File: src/rtl/tff_toggle_arb_if.sv
// Two-requester command bus for the shared T flip-flop bank.
// Each requester offers a toggle mask and a repeat count.
interface tff_toggle_arb_if #(
   parameter int unsigned WIDTH = 8
);
   logic             req0_valid;
   logic [WIDTH-1:0] req0_mask;
   logic [3:0]       req0_rep;
   logic             req0_ready;
   logic             req1_valid;
   logic [WIDTH-1:0] req1_mask;
   logic [3:0]       req1_rep;
   logic             req1_ready;

   modport master (
      output req0_valid, req0_mask, req0_rep,
      output req1_valid, req1_mask, req1_rep,
      input  req0_ready, req1_ready
   );

   modport slave (
      input  req0_valid, req0_mask, req0_rep,
      input  req1_valid, req1_mask, req1_rep,
      output req0_ready, req1_ready
   );
endinterface

File: src/rtl/tff_toggle_arb.sv
// Shared T flip-flop bank arbitrated round-robin between two requesters.
// Each accepted command toggles q by its mask rep+1 times, one toggle per cycle.
module tff_toggle_arb #(
   parameter int unsigned WIDTH = 8
) (
   input  logic             clk,
   input  logic             rstn,
   input  logic             clr,
   tff_toggle_arb_if.slave  bus,
   output logic [WIDTH-1:0] q,
   output logic [WIDTH-1:0] qbar,
   output logic             busy,
   output logic             grant_id,
   output logic             done
);
   typedef enum logic {IDLE, APPLY} state_t;

   state_t           state, state_nx;
   logic [WIDTH-1:0] mask_r;
   logic [3:0]       cnt_r;
   logic             rr;
   logic             ready0, ready1;
   logic             accept;

   // Readies are gated by rstn so both read low during reset.
   always_comb begin
      ready0 = 1'b0;
      ready1 = 1'b0;
      if (rstn && (state == IDLE) && !clr) begin
         if (bus.req0_valid && bus.req1_valid) begin
            ready0 = ~rr;
            ready1 = rr;
         end else begin
            ready0 = bus.req0_valid;
            ready1 = bus.req1_valid;
         end
      end
   end

   assign bus.req0_ready = ready0;
   assign bus.req1_ready = ready1;
   assign accept         = ready0 | ready1;

   always_comb begin
      state_nx = state;
      case (state)
         IDLE:    if (accept) state_nx = APPLY;
         APPLY:   if (clr || (cnt_r == 4'd0)) state_nx = IDLE;
         default: state_nx = IDLE;
      endcase
   end

   always_ff @(posedge clk or negedge rstn) begin
      if (!rstn) begin
         state    <= IDLE;
         q        <= '0;
         mask_r   <= '0;
         cnt_r    <= '0;
         rr       <= 1'b0;
         grant_id <= 1'b0;
         done     <= 1'b0;
      end else begin
         state <= state_nx;
         done  <= 1'b0;
         if (clr) begin
            q <= '0;
         end else if (state == APPLY) begin
            q <= q ^ mask_r;
         end
         if (accept) begin
            mask_r   <= ready1 ? bus.req1_mask : bus.req0_mask;
            cnt_r    <= ready1 ? bus.req1_rep  : bus.req0_rep;
            grant_id <= ready1;
            rr       <= ~ready1;
         end
         // done is raised on the same edge that commits the final toggle.
         if ((state == APPLY) && !clr) begin
            if (cnt_r == 4'd0) begin
               done <= 1'b1;
            end else begin
               cnt_r <= cnt_r - 4'd1;
            end
         end
      end
   end

   assign qbar = ~q;
   assign busy = (state == APPLY);
endmodule

File: src/flat_wrapper.sv
// flat-port wrapper written by rule: the top's interface ports become plain ports
module tff_toggle_arb_flat 
#(
   parameter int unsigned WIDTH = 8
)
  (clk, rstn, clr, q, qbar, busy, grant_id, done, bus_req0_valid, bus_req0_mask, bus_req0_rep, bus_req1_valid, bus_req1_mask, bus_req1_rep, bus_req0_ready, bus_req1_ready);
  tff_toggle_arb_if #(.WIDTH(WIDTH)) bus_i ();
  input  logic clk;
  input  logic rstn;
  input  logic clr;
  output logic [WIDTH-1:0] q;
  output logic [WIDTH-1:0] qbar;
  output logic busy;
  output logic grant_id;
  output logic done;
  input wire logic [$bits(bus_i.req0_valid)-1:0] bus_req0_valid;
  input wire logic [$bits(bus_i.req0_mask)-1:0] bus_req0_mask;
  input wire logic [$bits(bus_i.req0_rep)-1:0] bus_req0_rep;
  input wire logic [$bits(bus_i.req1_valid)-1:0] bus_req1_valid;
  input wire logic [$bits(bus_i.req1_mask)-1:0] bus_req1_mask;
  input wire logic [$bits(bus_i.req1_rep)-1:0] bus_req1_rep;
  output wire logic [$bits(bus_i.req0_ready)-1:0] bus_req0_ready;
  output wire logic [$bits(bus_i.req1_ready)-1:0] bus_req1_ready;
  assign bus_i.req0_valid = bus_req0_valid;
  assign bus_i.req0_mask = bus_req0_mask;
  assign bus_i.req0_rep = bus_req0_rep;
  assign bus_i.req1_valid = bus_req1_valid;
  assign bus_i.req1_mask = bus_req1_mask;
  assign bus_i.req1_rep = bus_req1_rep;
  assign bus_req0_ready = bus_i.req0_ready;
  assign bus_req1_ready = bus_i.req1_ready;
  tff_toggle_arb #(.WIDTH(WIDTH)) u_core (.clk(clk), .rstn(rstn), .clr(clr), .bus(bus_i), .q(q), .qbar(qbar), .busy(busy), .grant_id(grant_id), .done(done));
endmodule
File: config.mk
export PLATFORM = sky130hd
export DESIGN_NAME = tff_toggle_arb_flat
export DESIGN_NICKNAME = d
export VERILOG_FILES = /design/src/rtl/tff_toggle_arb_if.sv /design/src/rtl/tff_toggle_arb.sv /design/src/flat_wrapper.sv
export SDC_FILE = /design/constraint.sdc
export NUM_CORES = 1
export LEC_CHECK = 0
export CAP_MARGIN = 15
export CORE_AREA = 2 2 57 59
export DETAILED_ROUTE_END_ITERATION = 10
export DIE_AREA = 0 0 59 61
export PLACE_DENSITY = 0.76
export SYNTH_ARGS = -nofsm -noshare
export SYNTH_HDL_FRONTEND = slang
export SYNTH_SLANG_ARGS = --single-unit
File: constraint.sdc
create_clock -name clk -period 1.9 [get_ports clk]
set_input_delay 0.38 -clock clk [delete_from_list [all_inputs] [get_ports clk]]
set_output_delay 0.38 -clock clk [all_outputs]
set_load 0.05 [all_outputs]
Yosys cells after proc, flatten, opt, wreduce, memory -nomap -nowiden
Cells that the tools add are included.

Logic and storage cells: 38. Bits of input ports: 29. Flip-flop bits (word level): 24.

Bitwise gates (word level): 6. $add $sub $neg: 1. Reductions and logical operators: 8. Multiplexer cells: 16.

Operators with widths (count): $mux 8 (3); $mux 4 (4); $mux 1 (8); $not 8->8 (1); $xor 8x8->8 (1); $logic_and 1x1->1 (4); $logic_not 4->1 (1); $sub 4x1->4 const B (1); $not 1->1 (3); $pmux 1 s2 (1); $reduce_bool 2->1 (1); $logic_not 1->1 (1); $logic_or 1x1->1 (1); $or 1x1->1 (1).

Longest topological paths before layout
Gate-level depths: netlist (run 1).

Depth in word-level cells: 8. Mapped depth: 6.

Worst setup path before layout (run 1)
Ideal clock, no wire load.

Path type: flip-flop to output port. From: register u_core.state (netlist: u_core.busy). To: output port bus_req0_ready. Path slack: -271 ps. Stages on the path, launching flop included: 5. Arrival: 1791 ps. Data required time: 1520 ps. Cells stage by stage: dfrtp_1 -> buf_6 -> nor3b_4 -> and3_2 -> clkbuf_1.

Longest elaborated chain between the ends: 4.

RTL lines: from (decl) (RTL line tff_toggle_arb.sv:18) `state_t state, state_nx;`; from (signal assigned) (RTL line tff_toggle_arb.sv:63) `state <= state_nx;`; $not 1->1 (RTL line tff_toggle_arb.sv:29) `if (rstn && (state == IDLE) && !clr) begin`; $logic_and 1x1->1 (2 in a row) (RTL line tff_toggle_arb.sv:29); $mux 1 (RTL line tff_toggle_arb.sv:29); to (decl) (RTL line flat_wrapper.sv:22) `output wire logic [$bits(bus_i.req0_ready)-1:0] bus_req0_ready;`.

No other way between the ends.

Worst setup path in the final report (run 1)
From: register u_core.done. To: output port done.

RTL lines: from (decl) (RTL line tff_toggle_arb.sv:14) `output logic done`; from (signal assigned) (RTL line tff_toggle_arb.sv:61) `done <= 1'b0;`; from (signal assigned) (RTL line tff_toggle_arb.sv:64) `done <= 1'b0;`; from (signal assigned) (RTL line tff_toggle_arb.sv:79) `done <= 1'b1;`; to (decl) (RTL line flat_wrapper.sv:15) `output logic done;`.

No word-level cell between the ends.

==> flow_metrics.py, run 1 <==
metrics = {
    "grt": {
        "grt_max_degree": 25,
        "grt_overflow": 0,
        "grt_pass1_wl_mm": 4.92,
        "grt_usage": 0.181,
        "antenna_found_initial": 0,
        "grt_pass1_vias": 1122,
    },
    "routing": {
        "drt_iter0_markers": 20,
        "viasPerCell": 5.00,
        "highest_layer": "met4",
        "via_count": 1100,
        "drc": 0,
        "wl_per_cell_um": 13.6,
        "wl_mm": 3.00,
        "wl_met3_um": 201,
        "route.met2.wl_mm": 1.54,
        "ant_nets": 0,
        "firstDrtPassIters": 4,
        "wl_met1_mm": 1.21,
    },
    "power": {
        "total_power_mw": 1.96,
        "powerDensity_nw_per_um2": 1030,
        "peakVddDrop_mv": 0.438,
        "power.leakage_nw": 1.00,
    },
    "worst_setup_path": {
        "end_kind": "output port",
        "cp_top_family": "buffers and inverters",
        "critPathSlowestCell": "clkdlybuf4s50_1",
        "startpoint": "u_core.done",
        "crit_path_start_kind": "flop",
        "r2r_start": "u_core.cnt_r[0]",
        "cp_cell_sequence": "clkdlybuf4s50_1",
        "path_class": "flop to output port",
        "crit_buf_inv": 1,
        "slowest_delay_ns": 0.79,
        "arrival_ns": 1.46,
        "required_ns": 1.52,
        "critPathMaxFanout": 1,
    },
    "clock_network": {
        "cts_root_buf": "clkbuf_4",
        "cts_buffer_depth": 2,
        "holdBufCountCts": 0,
        "cts-buffers-inserted": 3,
        "htree_levels": 1,
        "cts_tree": "done",
        "clk_pin_slew_ns": 0.13,
        "clock_sinks": 24,
        "clock_latency_ns": 0.31,
    },
    "synth": {
        "synth.area.top_cells": "dfrtp_1 (50%), nand2_1 (5.9%), xnor2_1 (5.8%)",
        "yosysSeqAreaShare": 0.501,
        "synth_edf_count": 0,
        "avgSynthCellArea_um2": 9.83,
        "netlist.area_leader.share": 0.501,
        "netlist_area_um2": 1200,
        "ys_warn_count": 0,
        "async_flop_share": 1.00,
        "yosysUniqueCellTypes": 33,
        "synth_cells": 122,
        "yosys_most_used_dff": "dfrtp_1",
        "synth_seq_cells": 24,
        "synth_nets": 152,
        "yosysTopAreaCell": "dfrtp_1",
    },
    "floorplan": {
        "die_w_um": 59,
        "core_um2": 2950,
        "start_util": 0.406,
        "die-area_um2": 3600,
        "rows": 20,
        "fp.dieH_um": 61,
        "io_pins": 50,
    },
    "cells_and_area": {
        "layout_common_cells": "clkdlybuf4s50_1 (27), buf_4 (26), dfrtp_1 (23)",
        "post-route-util": 0.644,
        "drive_above_1_share": 0.225,
        "nets": 218,
        "area_delta_synth_final_pct": 58.6,
        "final_common_cell": "clkdlybuf4s50_1",
        "antenna_cells_inserted": 0,
        "n_fill_cell": 235,
    },
    "run": {
        "maxCapViolCount": 0,
    },
    "timing": {
        "maxSlewViolCount": 0,
        "fmax_ghz": 0.545,
        "fin_worst_skew_ns": 0.00284,
        "layout_min_cycle_time_ns": 1.84,
        "finalSetupViolCount": 0,
        "final.period_utilization": 0.966,
        "finalHoldViolCount": 0,
        "slew_headroom": 0.664,
        "tightest_slew_ns": 0.503,
    },
    "outcome": {
        "outcome": "finished clean",
    },
    "placement": {
        "hpwl_mm": 2.26,
        "place_congestion": 0.815,
        "port_buffers": 49,
    },
    "hold_path": {
        "hp-class": "input port to async pin",
    },
}
==> synthesized netlist by cell type (2+ instances only) <==
library cell and count:
mux2_4 2, a31oi_1 5, xnor2_1 8, nand2_1 19
nor2_1 15, nand2b_1 2, dfrtp_1 24, o21ai_0 2
a222oi_1 4, inv_1 15, a221o_1 2, clkbuf_1 3
==> cell type report <==
class                   instances  area [um2]  share of cell area
well taps                      33        41.3              0.0217
clock buffers                   3        22.5              0.0118
flip-flops and latches         24         602               0.317
inverters                      16        61.3              0.0323
repair buffers                 66         632               0.332
multi-input cells              77         512               0.269
clock inverters                 1        30.0              0.0158
==> metrics by stage <==
step                      hold WS, ns  area, um2  setup WS [ns]  std cells  setup TNS (ns)
after floorplan                0.0844       1200         0.0733        122               0
after global placement          0.457       1790         -0.124        211          -0.525
after detailed placement        0.464       1790         -0.153        211          -0.832
after CTS                       0.458       1870        -0.0110        218         -0.0110
after global routing            0.114       1900       -0.00258        220        -0.00258
final                          0.0868       1900         0.0648        220               0
==> metal layers <==
layer,up-vias,global-route usage
li1,534,-
met1,518,0.214
met2,42,0.332
met3,6,0.0426
met4,0,0.0455
met5,-,0
==> timing repair <==
action	in CTS	in global routing
setup endpoints to repair	4	10
pin swaps	2	1
resized for setup	4	8
setup buffers	3	2
==> flip-flops by register name, summed over array words and instances (netlist names) <==
signal and count:
u_core.q 8, u_core.done 1, u_core.grant_id 1, u_core.mask_r 8
u_core.rr 1, u_core.busy 1, u_core.cnt_r 4
==> power by group <==
part | internal [mW] | switching [mW] | leakage, nW
clock | 0.213 | 0.156 | 0.0279
combinational | 0.369 | 0.478 | 0.674
sequential | 0.642 | 0.103 | 0.301
total | 1.22 | 0.737 | 1.00
==> path summary, 6_finish.rpt <==
path,to,slack [ns],cells after the start
max,done,0.06,1
min,u_core.rr,0.09,2
max reg2reg,u_core.cnt_r[1],0.08,6
min reg2reg,u_core.grant_id,0.49,2
max in group asynchronous,u_core.busy,1.56,2
min in group clk,u_core.grant_id,0.49,2
==> logic make-up (layout without fill, tap and decap cells) <==
logic type / Yosys count / in the layout / share of synthesized area
adders and majority gates: 1 / 1 / 0.0104
and+or+nand+nor: 45 / 45 / 0.189
buffers and inverters: 21 / 86 / 0.0752
xor gates and xnor gates: 8 / 8 / 0.0585
AOI/OAI and AO/OA: 19 / 19 / 0.123
muxes: 4 / 4 / 0.0428
DFF: 24 / 24 / 0.501
==> worst register-to-register path, delay by kind of cell, from the launching register on <==
| kind | cells | cell delay, ns |
|---|---|---|
| AO/OA/AOI/OAI | 1 | 0.34 |
| adder cells (fa/ha/maj) | 1 | 0.22 |
| buffers and inverters | 1 | 0.06 |
| flip-flops | 1 | 0.44 |
| AND/OR/NAND/NOR | 3 | 0.65 |
No activity file was read; power rests on OpenSTA's default activity.
==> run 2: changes to the inputs <==
Settings changed: CORE_AREA 2 2 57 59 to 2 2 56 58, CTS_BUF_LIST set to sky130_fd_sc_hd__clkbuf_8, DIE_AREA 0 0 59 61 to 0 0 58 60, PLACE_DENSITY 0.76 to 0.79.
==> run 2 against run 1 <==
Against the previous run: global-route usage is 1.8 points higher; final area down 1.1%; highest routed layer unchanged; critical path type unchanged; sequential power hardly changed; final cell count shrank 1.4%; utilization is 0.38 points higher; clock skew decreased by 0.0011 ns; largest power group unchanged; sequential share of layout area up 0.42 points.
==> flow_metrics.py, run 2 (same netlist as run 1, synthesis figures left out) <==
metrics = {
    "power": {
        "share_seq_of_total_power": 0.369,
        "powerDensity_nw_per_um2": 1080,
        "comb_power_share": 0.408,
        "clkPwrFrac": 0.223,
        "swShare": 0.369,
        "p_sw_mw": 0.746,
        "peakVddDrop_mv": 0.813,
        "power.leakage_nw": 0.863,
        "internal_power_mw": 1.28,
        "total_power_mw": 2.02,
    },
    "placement": {
        "dpl_worst_slack_ns": -0.186,
        "post_dp_cell_area_um2": 1800,
        "port_buffers": 49,
        "hpwl_mm": 2.31,
        "place_congestion": 0.863,
    },
    "clock_network": {
        "htree_levels": 1,
        "clock_latency_ns": 0.26,
        "cts_root_buf": "clkbuf_8",
        "holdBufCountCts": 0,
        "clk_pin_slew_ns": 0.09,
        "cts-buffers-inserted": 3,
        "clock_sinks": 24,
        "cts_buffer_depth": 2,
        "cts_tree": "done",
    },
    "worst_setup_path": {
        "worstRegToRegCells": 6,
        "cp_top_family": "buffers and inverters",
        "arrival_ns": 1.45,
        "r2r_start": "u_core.cnt_r[0]",
        "cp_cell_sequence": "clkdlybuf4s50_1",
        "cp.depth": 1,
        "r2r-end": "u_core.cnt_r[0]",
        "required_ns": 1.52,
        "end_kind": "output port",
        "critPathSlowestCell": "clkdlybuf4s50_1",
        "crit_path_start_kind": "flop",
        "path_class": "flop to output port",
        "critPathMaxFanout": 2,
        "crit_buf_inv": 1,
        "slowest_delay_ns": 0.81,
        "r2r_slack_ns": 0.12,
    },
    "grt": {
        "use_met3": 0.0303,
        "grt_pass1_wl_mm": 5.19,
        "grt_max_degree": 25,
        "grt_pass1_vias": 1175,
        "antenna_found_initial": 0,
        "grtUsageMet1": 0.239,
        "grt_overflow": 0,
        "grt_usage": 0.199,
        "use_met2": 0.356,
        "top_usage_layer": "met2",
    },
    "cells_and_area": {
        "n_fill_cell": 241,
        "antenna_cells_inserted": 0,
        "final_common_cell": "clkdlybuf4s50_1",
        "layout_common_cells": "clkdlybuf4s50_1 (36), buf_4 (23), dfrtp_1 (22)",
        "drive_above_1_share": 0.217,
        "nets": 215,
        "area_delta_synth_final_pct": 56.8,
        "largest_registers": "u_core.mask_r: 8 flops, u_core.q: 8 flops, u_core.cnt_r: 4 flops",
        "fin_area_um2": 1880,
        "post-route-util": 0.647,
    },
    "floorplan": {
        "io_pins": 50,
        "start_util": 0.413,
        "die-area_um2": 3480,
        "die_w_um": 58,
        "rows": 20,
        "core_um2": 2900,
        "fp.dieH_um": 60,
    },
    "routing": {
        "via_count": 1079,
        "drt_iter0_markers": 23,
        "viasPerCell": 4.97,
        "ant_nets": 0,
        "drc": 0,
        "wl_mm": 3.04,
        "firstDrtPassIters": 5,
        "wl_per_cell_um": 14.0,
    },
    "timing": {
        "finalHoldViolCount": 0,
        "slew_headroom": 0.666,
        "finalSetupViolCount": 0,
        "fin_worst_skew_ns": 0.00178,
        "fin_hold_ws_ns": 0.244,
        "final.period_utilization": 0.964,
        "rsz0062_at_grt": "no",
        "layout_min_cycle_time_ns": 1.83,
        "fmax_ghz": 0.546,
        "timing.final.ws_setup_ns": 0.0681,
        "maxSlewViolCount": 0,
        "tightest_slew_ns": 0.499,
    },
    "run": {
        "maxCapViolCount": 0,
    },
    "hold_path": {
        "hp-class": "input port to async pin",
    },
    "outcome": {
        "outcome": "finished clean",
    },
}
run 2: changes by cell type in the layout (fill, tap and decap cells not counted):
cell             previous run  this run
clkdlybuf4s50_1            27        36
dfrtp_1                    23        22
dlymetal6s2s_1              8         0
clkbuf_8                    0         3
dlygate4sd2_1               3         2
buf_4                      26        23
clkbuf_4                    3         0
dfrtp_2                     1         2
run 2: per-stage QoR:
stage	setup TNS [ns]	instances
2_1_floorplan	0	122
3_3_place_gp	-0.560	212
3_5_place_dp	-0.955	212
4_1_cts	0	217
5_1_grt	0	217
6_report	0	217
run 2: cell type report:
class / instances / area, um2 / share of cell area
clock buffer: 3 / 41.3 / 0.0220
clock inverter: 1 / 30.0 / 0.0160
timing repair buffer: 63 / 591 / 0.314
inverter: 16 / 61.3 / 0.0326
tap: 33 / 41.3 / 0.0220
multi-input combinational: 77 / 512 / 0.272
sequential: 24 / 603 / 0.321
run 2: power by group through the flow:
stage	Clock (mW)	Combinational (mW)	Sequential, mW
5_1_grt	0.481	0.897	0.770
4_1_cts	0.455	0.832	0.745
6_report	0.451	0.825	0.748
3_3_place_gp	0	0.805	0.745
3_5_place_dp	0	0.818	0.753
2_1_floorplan	0	0.417	0.862
run 2: worst max-delay path by stage:
stage                          startpoint              end  slack (ns)
after floorplan               u_core.busy  u_core.cnt_r[1]        0.07
after CTS                     u_core.q[3]             q[3]        0.07
after global placement                clr  u_core.cnt_r[0]       -0.13
final                         u_core.q[3]             q[3]        0.07
after detailed placement              clr  u_core.cnt_r[0]       -0.19
after global routing      u_core.cnt_r[0]  u_core.cnt_r[2]        0.01
run 2: per-layer routing:
layer	part of all wire	up-vias
met3	0.043	4
met1	0.43	511
met5	0	-
met2	0.52	30
li1	-	534
met4	0.0082	0
run 2: repair_timing:
action                                  CTS  global route
pin swaps                                 3             0
gates resized for setup                   3             1
endpoints found under the setup margin    2             3
buffers inserted                          1             0
hold endpoints to repair                  0             0
